**src/rtl/map_discrete_if.sv**
```systemverilog
// CPU/PPU bus, save-state port and decoded address outputs of the discrete mapper.
// master drives the bus side, slave is the mapper core.
interface map_discrete_if;
  logic [15:0] cpu_addr;
  logic [7:0]  cpu_dat;
  logic        cpu_rw;
  logic [7:0]  rom_dat;
  logic [13:0] ppu_addr;
  logic        cfg_mir_v;
  logic        ss_act;
  logic        ss_we;
  logic [7:0]  ss_addr;
  logic [7:0]  ss_rdat;
  logic [21:0] prg_addr;
  logic [19:0] chr_addr;
  logic        chr_ce;
  logic        ciram_a10;
  logic [7:0]  latch_q;

  modport master (
    output cpu_addr, cpu_dat, cpu_rw, rom_dat, ppu_addr, cfg_mir_v,
           ss_act, ss_we, ss_addr,
    input  ss_rdat, prg_addr, chr_addr, chr_ce, ciram_a10, latch_q
  );

  modport slave (
    input  cpu_addr, cpu_dat, cpu_rw, rom_dat, ppu_addr, cfg_mir_v,
           ss_act, ss_we, ss_addr,
    output ss_rdat, prg_addr, chr_addr, chr_ce, ciram_a10, latch_q
  );
endinterface

```
**src/rtl/map_discrete.sv**
```systemverilog
// Single 8-bit latch at $8000-$FFFF banking PRG/CHR for CNROM, UxROM, GNROM,
// AxROM and ColorDreams boards, with optional bus conflicts, RMW filter and CHR lock.
module map_discrete #(
  parameter int unsigned MODE      = 0,
  parameter int unsigned PRG_BW    = 4,
  parameter int unsigned CHR_BW    = 4,
  parameter bit          BUS_CONF  = 1'b0,
  parameter bit          WR_FILTER = 1'b0,
  parameter bit          CHR_LOCK  = 1'b0,
  parameter logic [1:0]  LOCK_CODE = 2'b01
) (
  input  logic         m2,
  input  logic         rst_n,
  map_discrete_if.slave bus
);

  localparam logic [7:0] PRG_MASK = 8'((9'd1 << PRG_BW) - 9'd1);
  localparam logic [7:0] CHR_MASK = 8'((9'd1 << CHR_BW) - 9'd1);
  localparam logic [2:0] MODE_ID  = 3'(MODE);
  localparam bit         LOCK_EN  = CHR_LOCK && (MODE == 0);

  logic [7:0]  r_latch;
  logic        r_wr_prev;
  logic [7:0]  w_wd;
  logic        w_cpu_wr;
  logic [7:0]  w_ux_bank;
  logic [21:0] w_prg_addr;
  logic [19:0] w_chr_addr;
  logic        w_ciram_a10;
  logic        w_lock_ok;
  logic [7:0]  w_ss_rdat;

  assign w_wd     = BUS_CONF ? (bus.cpu_dat & bus.rom_dat) : bus.cpu_dat;
  assign w_cpu_wr = bus.cpu_addr[15] && !bus.cpu_rw && !(WR_FILTER && r_wr_prev);

  // The save-state port owns the latch while active; CPU cycles are ignored then.
  always_ff @(negedge m2 or negedge rst_n) begin
    if (!rst_n) begin
      r_latch   <= '0;
      r_wr_prev <= 1'b0;
    end else if (bus.ss_act) begin
      if (bus.ss_we && bus.ss_addr == 8'd0) r_latch   <= bus.cpu_dat;
      if (bus.ss_we && bus.ss_addr == 8'd1) r_wr_prev <= bus.cpu_dat[0];
    end else begin
      r_wr_prev <= !bus.cpu_rw;
      if (w_cpu_wr) r_latch <= w_wd;
    end
  end

  always_comb begin
    w_ux_bank   = '0;
    w_prg_addr  = {7'd0, bus.cpu_addr[14:0]};
    w_chr_addr  = {7'd0, bus.ppu_addr[12:0]};
    w_ciram_a10 = bus.cfg_mir_v ? bus.ppu_addr[10] : bus.ppu_addr[11];
    case (MODE)
      1: begin
        w_ux_bank  = bus.cpu_addr[14] ? PRG_MASK : (r_latch & PRG_MASK);
        w_prg_addr = {w_ux_bank, bus.cpu_addr[13:0]};
      end
      2: begin
        w_prg_addr = {5'd0, r_latch[5:4], bus.cpu_addr[14:0]};
        w_chr_addr = {5'd0, r_latch[1:0], bus.ppu_addr[12:0]};
      end
      3: begin
        w_prg_addr  = {4'd0, r_latch[2:0], bus.cpu_addr[14:0]};
        w_ciram_a10 = r_latch[4];
      end
      4: begin
        w_prg_addr = {5'd0, r_latch[1:0], bus.cpu_addr[14:0]};
        w_chr_addr = {3'd0, r_latch[7:4], bus.ppu_addr[12:0]};
      end
      default: begin
        // An 8-bit CHR bank would reach bit 20; the top bit falls off the 1 MiB space.
        w_chr_addr = 20'({r_latch & CHR_MASK, bus.ppu_addr[12:0]});
      end
    endcase
  end

  assign w_lock_ok = !LOCK_EN || (r_latch[5:4] == LOCK_CODE);

  always_comb begin
    w_ss_rdat = 8'hFF;
    case (bus.ss_addr)
      8'd0:    w_ss_rdat = r_latch;
      8'd1:    w_ss_rdat = {7'd0, r_wr_prev};
      8'd127:  w_ss_rdat = {5'd0, MODE_ID};
      default: w_ss_rdat = 8'hFF;
    endcase
  end

  assign bus.prg_addr  = w_prg_addr;
  assign bus.chr_addr  = w_chr_addr;
  assign bus.chr_ce    = !bus.ppu_addr[13] && w_lock_ok;
  assign bus.ciram_a10 = w_ciram_a10;
  assign bus.latch_q   = r_latch;
  assign bus.ss_rdat   = w_ss_rdat;

endmodule
```
**src/flat_wrapper.sv**
```systemverilog
// flat-port wrapper written by rule: the top's interface ports become plain ports
module map_discrete_flat 
#(
  parameter int unsigned MODE      = 0,
  parameter int unsigned PRG_BW    = 4,
  parameter int unsigned CHR_BW    = 4,
  parameter bit          BUS_CONF  = 1'b0,
  parameter bit          WR_FILTER = 1'b0,
  parameter bit          CHR_LOCK  = 1'b0,
  parameter logic [1:0]  LOCK_CODE = 2'b01
)
  (m2, rst_n, bus_cpu_addr, bus_cpu_dat, bus_cpu_rw, bus_rom_dat, bus_ppu_addr, bus_cfg_mir_v, bus_ss_act, bus_ss_we, bus_ss_addr, bus_ss_rdat, bus_prg_addr, bus_chr_addr, bus_chr_ce, bus_ciram_a10, bus_latch_q);
  map_discrete_if bus_i ();
  input  logic m2;
  input  logic rst_n;
  input wire logic [$bits(bus_i.cpu_addr)-1:0] bus_cpu_addr;
  input wire logic [$bits(bus_i.cpu_dat)-1:0] bus_cpu_dat;
  input wire logic [$bits(bus_i.cpu_rw)-1:0] bus_cpu_rw;
  input wire logic [$bits(bus_i.rom_dat)-1:0] bus_rom_dat;
  input wire logic [$bits(bus_i.ppu_addr)-1:0] bus_ppu_addr;
  input wire logic [$bits(bus_i.cfg_mir_v)-1:0] bus_cfg_mir_v;
  input wire logic [$bits(bus_i.ss_act)-1:0] bus_ss_act;
  input wire logic [$bits(bus_i.ss_we)-1:0] bus_ss_we;
  input wire logic [$bits(bus_i.ss_addr)-1:0] bus_ss_addr;
  output wire logic [$bits(bus_i.ss_rdat)-1:0] bus_ss_rdat;
  output wire logic [$bits(bus_i.prg_addr)-1:0] bus_prg_addr;
  output wire logic [$bits(bus_i.chr_addr)-1:0] bus_chr_addr;
  output wire logic [$bits(bus_i.chr_ce)-1:0] bus_chr_ce;
  output wire logic [$bits(bus_i.ciram_a10)-1:0] bus_ciram_a10;
  output wire logic [$bits(bus_i.latch_q)-1:0] bus_latch_q;
  assign bus_i.cpu_addr = bus_cpu_addr;
  assign bus_i.cpu_dat = bus_cpu_dat;
  assign bus_i.cpu_rw = bus_cpu_rw;
  assign bus_i.rom_dat = bus_rom_dat;
  assign bus_i.ppu_addr = bus_ppu_addr;
  assign bus_i.cfg_mir_v = bus_cfg_mir_v;
  assign bus_i.ss_act = bus_ss_act;
  assign bus_i.ss_we = bus_ss_we;
  assign bus_i.ss_addr = bus_ss_addr;
  assign bus_ss_rdat = bus_i.ss_rdat;
  assign bus_prg_addr = bus_i.prg_addr;
  assign bus_chr_addr = bus_i.chr_addr;
  assign bus_chr_ce = bus_i.chr_ce;
  assign bus_ciram_a10 = bus_i.ciram_a10;
  assign bus_latch_q = bus_i.latch_q;
  map_discrete #(.MODE(MODE), .PRG_BW(PRG_BW), .CHR_BW(CHR_BW), .BUS_CONF(BUS_CONF), .WR_FILTER(WR_FILTER), .CHR_LOCK(CHR_LOCK), .LOCK_CODE(LOCK_CODE)) u_core (.m2(m2), .rst_n(rst_n), .bus(bus_i));
endmodule
```
**config.mk**
```make
export PLATFORM = sky130hd
export DESIGN_NAME = map_discrete_flat
export DESIGN_NICKNAME = d
export VERILOG_FILES = /design/src/rtl/map_discrete_if.sv /design/src/rtl/map_discrete.sv /design/src/flat_wrapper.sv
export SDC_FILE = /design/constraint.sdc
export NUM_CORES = 1
export LEC_CHECK = 0
export ABC_AREA = 1
export ABC_CLOCK_PERIOD_IN_PS = 1000
export CORE_UTILIZATION = 23
export DETAILED_ROUTE_END_ITERATION = 16
export GPL_TIMING_DRIVEN = 0
export PLACE_DENSITY = 0.8
export RECOVER_POWER = 50
export REMOVE_ABC_BUFFERS = 1
export SYNTH_ARGS = -nofsm -noshare
export SYNTH_HDL_FRONTEND = slang
export SYNTH_SLANG_ARGS = --single-unit
export TNS_END_PERCENT = 100
```
**constraint.sdc**
```tcl
create_clock -name m2 -period 1 [get_ports m2]
set_input_delay 0.2 -clock m2 [delete_from_list [all_inputs] [get_ports m2]]
set_output_delay 0.2 -clock m2 [all_outputs]
set_load 0.02 [all_outputs]
```
==> PnR_summary.wiki <==
{| class="wikitable"
! Metric !! Value
|-
| H-Tree Depth || 1
|-
| Top-Level Pins || 120
|-
| Cell taking the most area after synthesis || sky130_fd_sc_hd__buf_4
|-
| Most used cells in the layout excluding fill and tap cells || sky130_fd_sc_hd__nand2_1, sky130_fd_sc_hd__buf_6, sky130_fd_sc_hd__buf_4
|-
| WL/cell || approximately 15 um
|-
| Power density normalized to cell area || ~1100 mW/mm2
|-
| DR iter-0 viols || 7
|-
| RSZ-0062 raised after global routing || yes
|-
| Number of global-route vias before repair || about 900
|-
| Area share of xor/xnor cells in the synthesized design || 0%
|-
| Synth cell types || 15
|-
| Source of the worst register-to-register timing path || u_core.bus.latch_q[0]
|-
| Sequential element share of the synthesized area || 23.8%
|-
| Fraction of final layout cells sized beyond drive strength 1 || 49.1%
|-
| CTS clk-pin slew, worst paths || 0.04 ns
|-
| Die Y-Extent || 66.2 um
|-
| Worst flop-to-flop path endpoint || u_core.bus.latch_q[0]
|-
| Violations in the final reports || negative setup slack
|-
| Critical path startpoint category || flop
|-
| Detailed-route wire length || 3210 um
|-
| # setup viols final || 29
|-
| Die Width || roughly 66 um
|-
| Post-layout net count || about 230
|-
| Post-cts hold buffer count || 0
|-
| Number of antenna violations at the first check in global routing || 0
|-
| Clk_skew || 0 ns
|-
| Startpoint-to-endpoint class of the critical path || flop to output port
|-
| Synth Cell Area || about 950 um2
|-
| DRC Markers || 0
|-
| Avg Inst Size Synth || just over 7 um2
|-
| Worst vdd rail ir drop || 0.000513 V
|-
| Combinational family with the most area after synthesis || simple AND/OR/NAND/NOR gates
|-
| First-pass detailed-route iteration total || 3
|-
| Largest net degree at the start of global routing || 10
|-
| Wire length of the first global-routing pass || roughly 4400 um
|-
| Number of cells traversed by the worst register-to-register path || 4
|-
| Commonest non-fill, non-tap cell in the layout || sky130_fd_sc_hd__nand2_1
|-
| R2R setup slack || roughly 0.14 ns
|-
| Adder and majority cell fraction of the synthesized area || 0%
|-
| Clock sinks || 9
|-
| Min Hold Slack || 0.373 ns
|-
| Static leakage power || just over 0.8 nW
|-
| Cts bufs inserted || 3
|-
| Mux contribution to synthesized area || 1.19%
|-
| Hold/Removal Path Class || input pin to asynchronous set/reset pin
|-
| Arrival time at the worst endpoint || 1.51 ns
|-
| Final HPWL DP || 2240 um
|-
| Cell count after synthesis || between 100 and 150
|-
| Crit. End Element || output port
|-
| Number of pins with negative max-slew slack in the final report || 0
|-
| Site row count || 22
|-
| Die area || between 0.004 and 0.005 mm2
|-
| Number of warnings printed during yosys synthesis || 0
|-
| Effective utilization at floorplan || 24.9%
|-
| Flop and latch count out of synthesis || 9
|-
| Clock root buffer || sky130_fd_sc_hd__clkbuf_8
|-
| Endpoints failing hold || 0
|-
| Final worst-path setup slack || -0.706 ns
|-
| Layout Area Growth over Synthesis || 69.1%
|-
| Summed negative setup slack over all endpoints || -15.48 ns
|-
| Count of input and output buffers || just under 50
|-
| Biggest area contributors in the synthesized netlist || sky130_fd_sc_hd__buf_4, sky130_fd_sc_hd__dfrtn_1, sky130_fd_sc_hd__nand2_1, sky130_fd_sc_hd__nand3_1, sky130_fd_sc_hd__nand2_8
|-
| Detail-routed via count per cell || approximately 4.1
|-
| Core area || 0.00380 mm2
|-
| CP required || 0.80 ns
|-
| Global route total overflow || 0
|-
| Run status || finished, violations left
|-
| TritonCTS clock tree || done
|-
| Area share of and/or/nand/nor cells after synthesis || a little under two fifths
|-
| Total Routing Usage GR || a little over an eighth
|-
| Worst Path Max Fanout || 4
|-
| Maximum clock insertion buffer count || 2
|-
| Gp weighted congestion || 0.717
|-
| Post-synthesis compound-gate area fraction || 0.528%
|-
| Number of diodes added for antenna fixing || 0
|-
| Area share of the largest cell type after synthesis || about a third
|-
| Clock network latency to the later pin of the worst-skew pair || around 0.25 ns
|-
| Number of fill cells in the layout || 395
|-
| Max-Cap Viols || 0
|-
| DR vias || slightly above 900
|-
| Remaining antenna violation count after routing || 0
|}
-- worst max path at each step --
stage,depth (start not counted),startpoint,slack (ns),end
final,3,u_core.bus.latch_q[3],-0.71,bus_ss_rdat[3]
after detailed placement,7,bus_ss_addr[5],-1.16,bus_ss_rdat[3]
after global placement,7,bus_ss_addr[7],-1.16,bus_ss_rdat[3]
after CTS,5,u_core.r_wr_prev,-0.71,bus_ss_rdat[0]
after global routing,5,u_core.r_wr_prev,-0.79,bus_ss_rdat[0]
after floorplan,4,u_core.bus.latch_q[0],-0.66,bus_ss_rdat[0]
-- report_power, final --
part,switching (W),total [W],internal [W]
Combinational,0.000370,0.000808,0.000438
Clock,0.000150,0.000429,0.000279
Sequential,0.0000529,0.000481,0.000428
-- state kept, by name, indices dropped and copies added (netlist names) --
signal	cells
u_core.bus.latch_q	8
u_core.r_wr_prev	1
-- kinds of logic after synthesis --
logic type	Yosys count
DFF	9
muxes	1
and+or+nand+nor	70
AOI/OAI and AO/OA	1
buffers and inverters	50
other	1
-- layout make-up --
class | count | area (um2) | share of cell area, %
repair buffers | 68 | 708 | 44.2
multi-input cells | 84 | 531 | 33.1
flip-flops and latches | 9 | 225 | 14.1
clock buffers | 4 | 45.0 | 2.81
well taps | 48 | 60.1 | 3.75
inverters | 8 | 32.5 | 2.03
-- cells in the mapped netlist --
cell type                  number
sky130_fd_sc_hd__nor2_1         4
sky130_fd_sc_hd__o21ai_0        1
sky130_fd_sc_hd__nor2_2         2
sky130_fd_sc_hd__nor2_8         1
sky130_fd_sc_hd__dfrtn_1        9
sky130_fd_sc_hd__nand2_8        2
sky130_fd_sc_hd__nand2_1       44
sky130_fd_sc_hd__nand2_2        3
sky130_fd_sc_hd__nor3_1         2
sky130_fd_sc_hd__mux2_2         1
sky130_fd_sc_hd__nand3b_4       1
sky130_fd_sc_hd__inv_1          8
sky130_fd_sc_hd__nand3_1       11
sky130_fd_sc_hd__conb_1         1
sky130_fd_sc_hd__buf_4         42
-- per-layer routing --
layer / global-route usage [%] / part of all wire, % / vias to the layer above
met2: 19.3 / 44 / 66
met4: 1.60 / 0 / 0
met1: 17.2 / 42 / 409
met5: 4.17 / 0 / -
met3: 9.48 / 14 / 0
li1: - / - / 438
-- critical path: stages (launching register included) --
cell and delay, ns:
sky130_fd_sc_hd__dfrtn_1 0.48, sky130_fd_sc_hd__nand2_1 0.07, sky130_fd_sc_hd__nand2_1 0.09, sky130_fd_sc_hd__buf_6 0.12
-- metrics by stage --
| stage | std cells | instance area, um2 | utilization, % | total power (W) | setup slack [ns] |
|---|---|---|---|---|---|
| CTS | 209 | 1480 | 38.9 | 0.00159 | -0.709 |
| global placement | 196 | 1220 | 32.0 | 0.00104 | -1.16 |
| finish | 221 | 1600 | 42.2 | 0.00172 | -0.706 |
| global route | 221 | 1600 | 42.2 | 0.00180 | -0.793 |
| detailed placement | 196 | 1220 | 32.0 | 0.00105 | -1.16 |
| floorplan | 99 | 666 | - | 0.000718 | -0.660 |
-- repair_timing --
| action | CTS | global route |
|---|---|---|
| buffers inserted | 6 | 12 |
| cloned | 3 | 0 |
| gates resized for setup | 216 | 12 |
| pin swaps | 26 | 12 |
| endpoints found under the setup margin | 42 | 30 |
(Power assumes the default switching activity.)
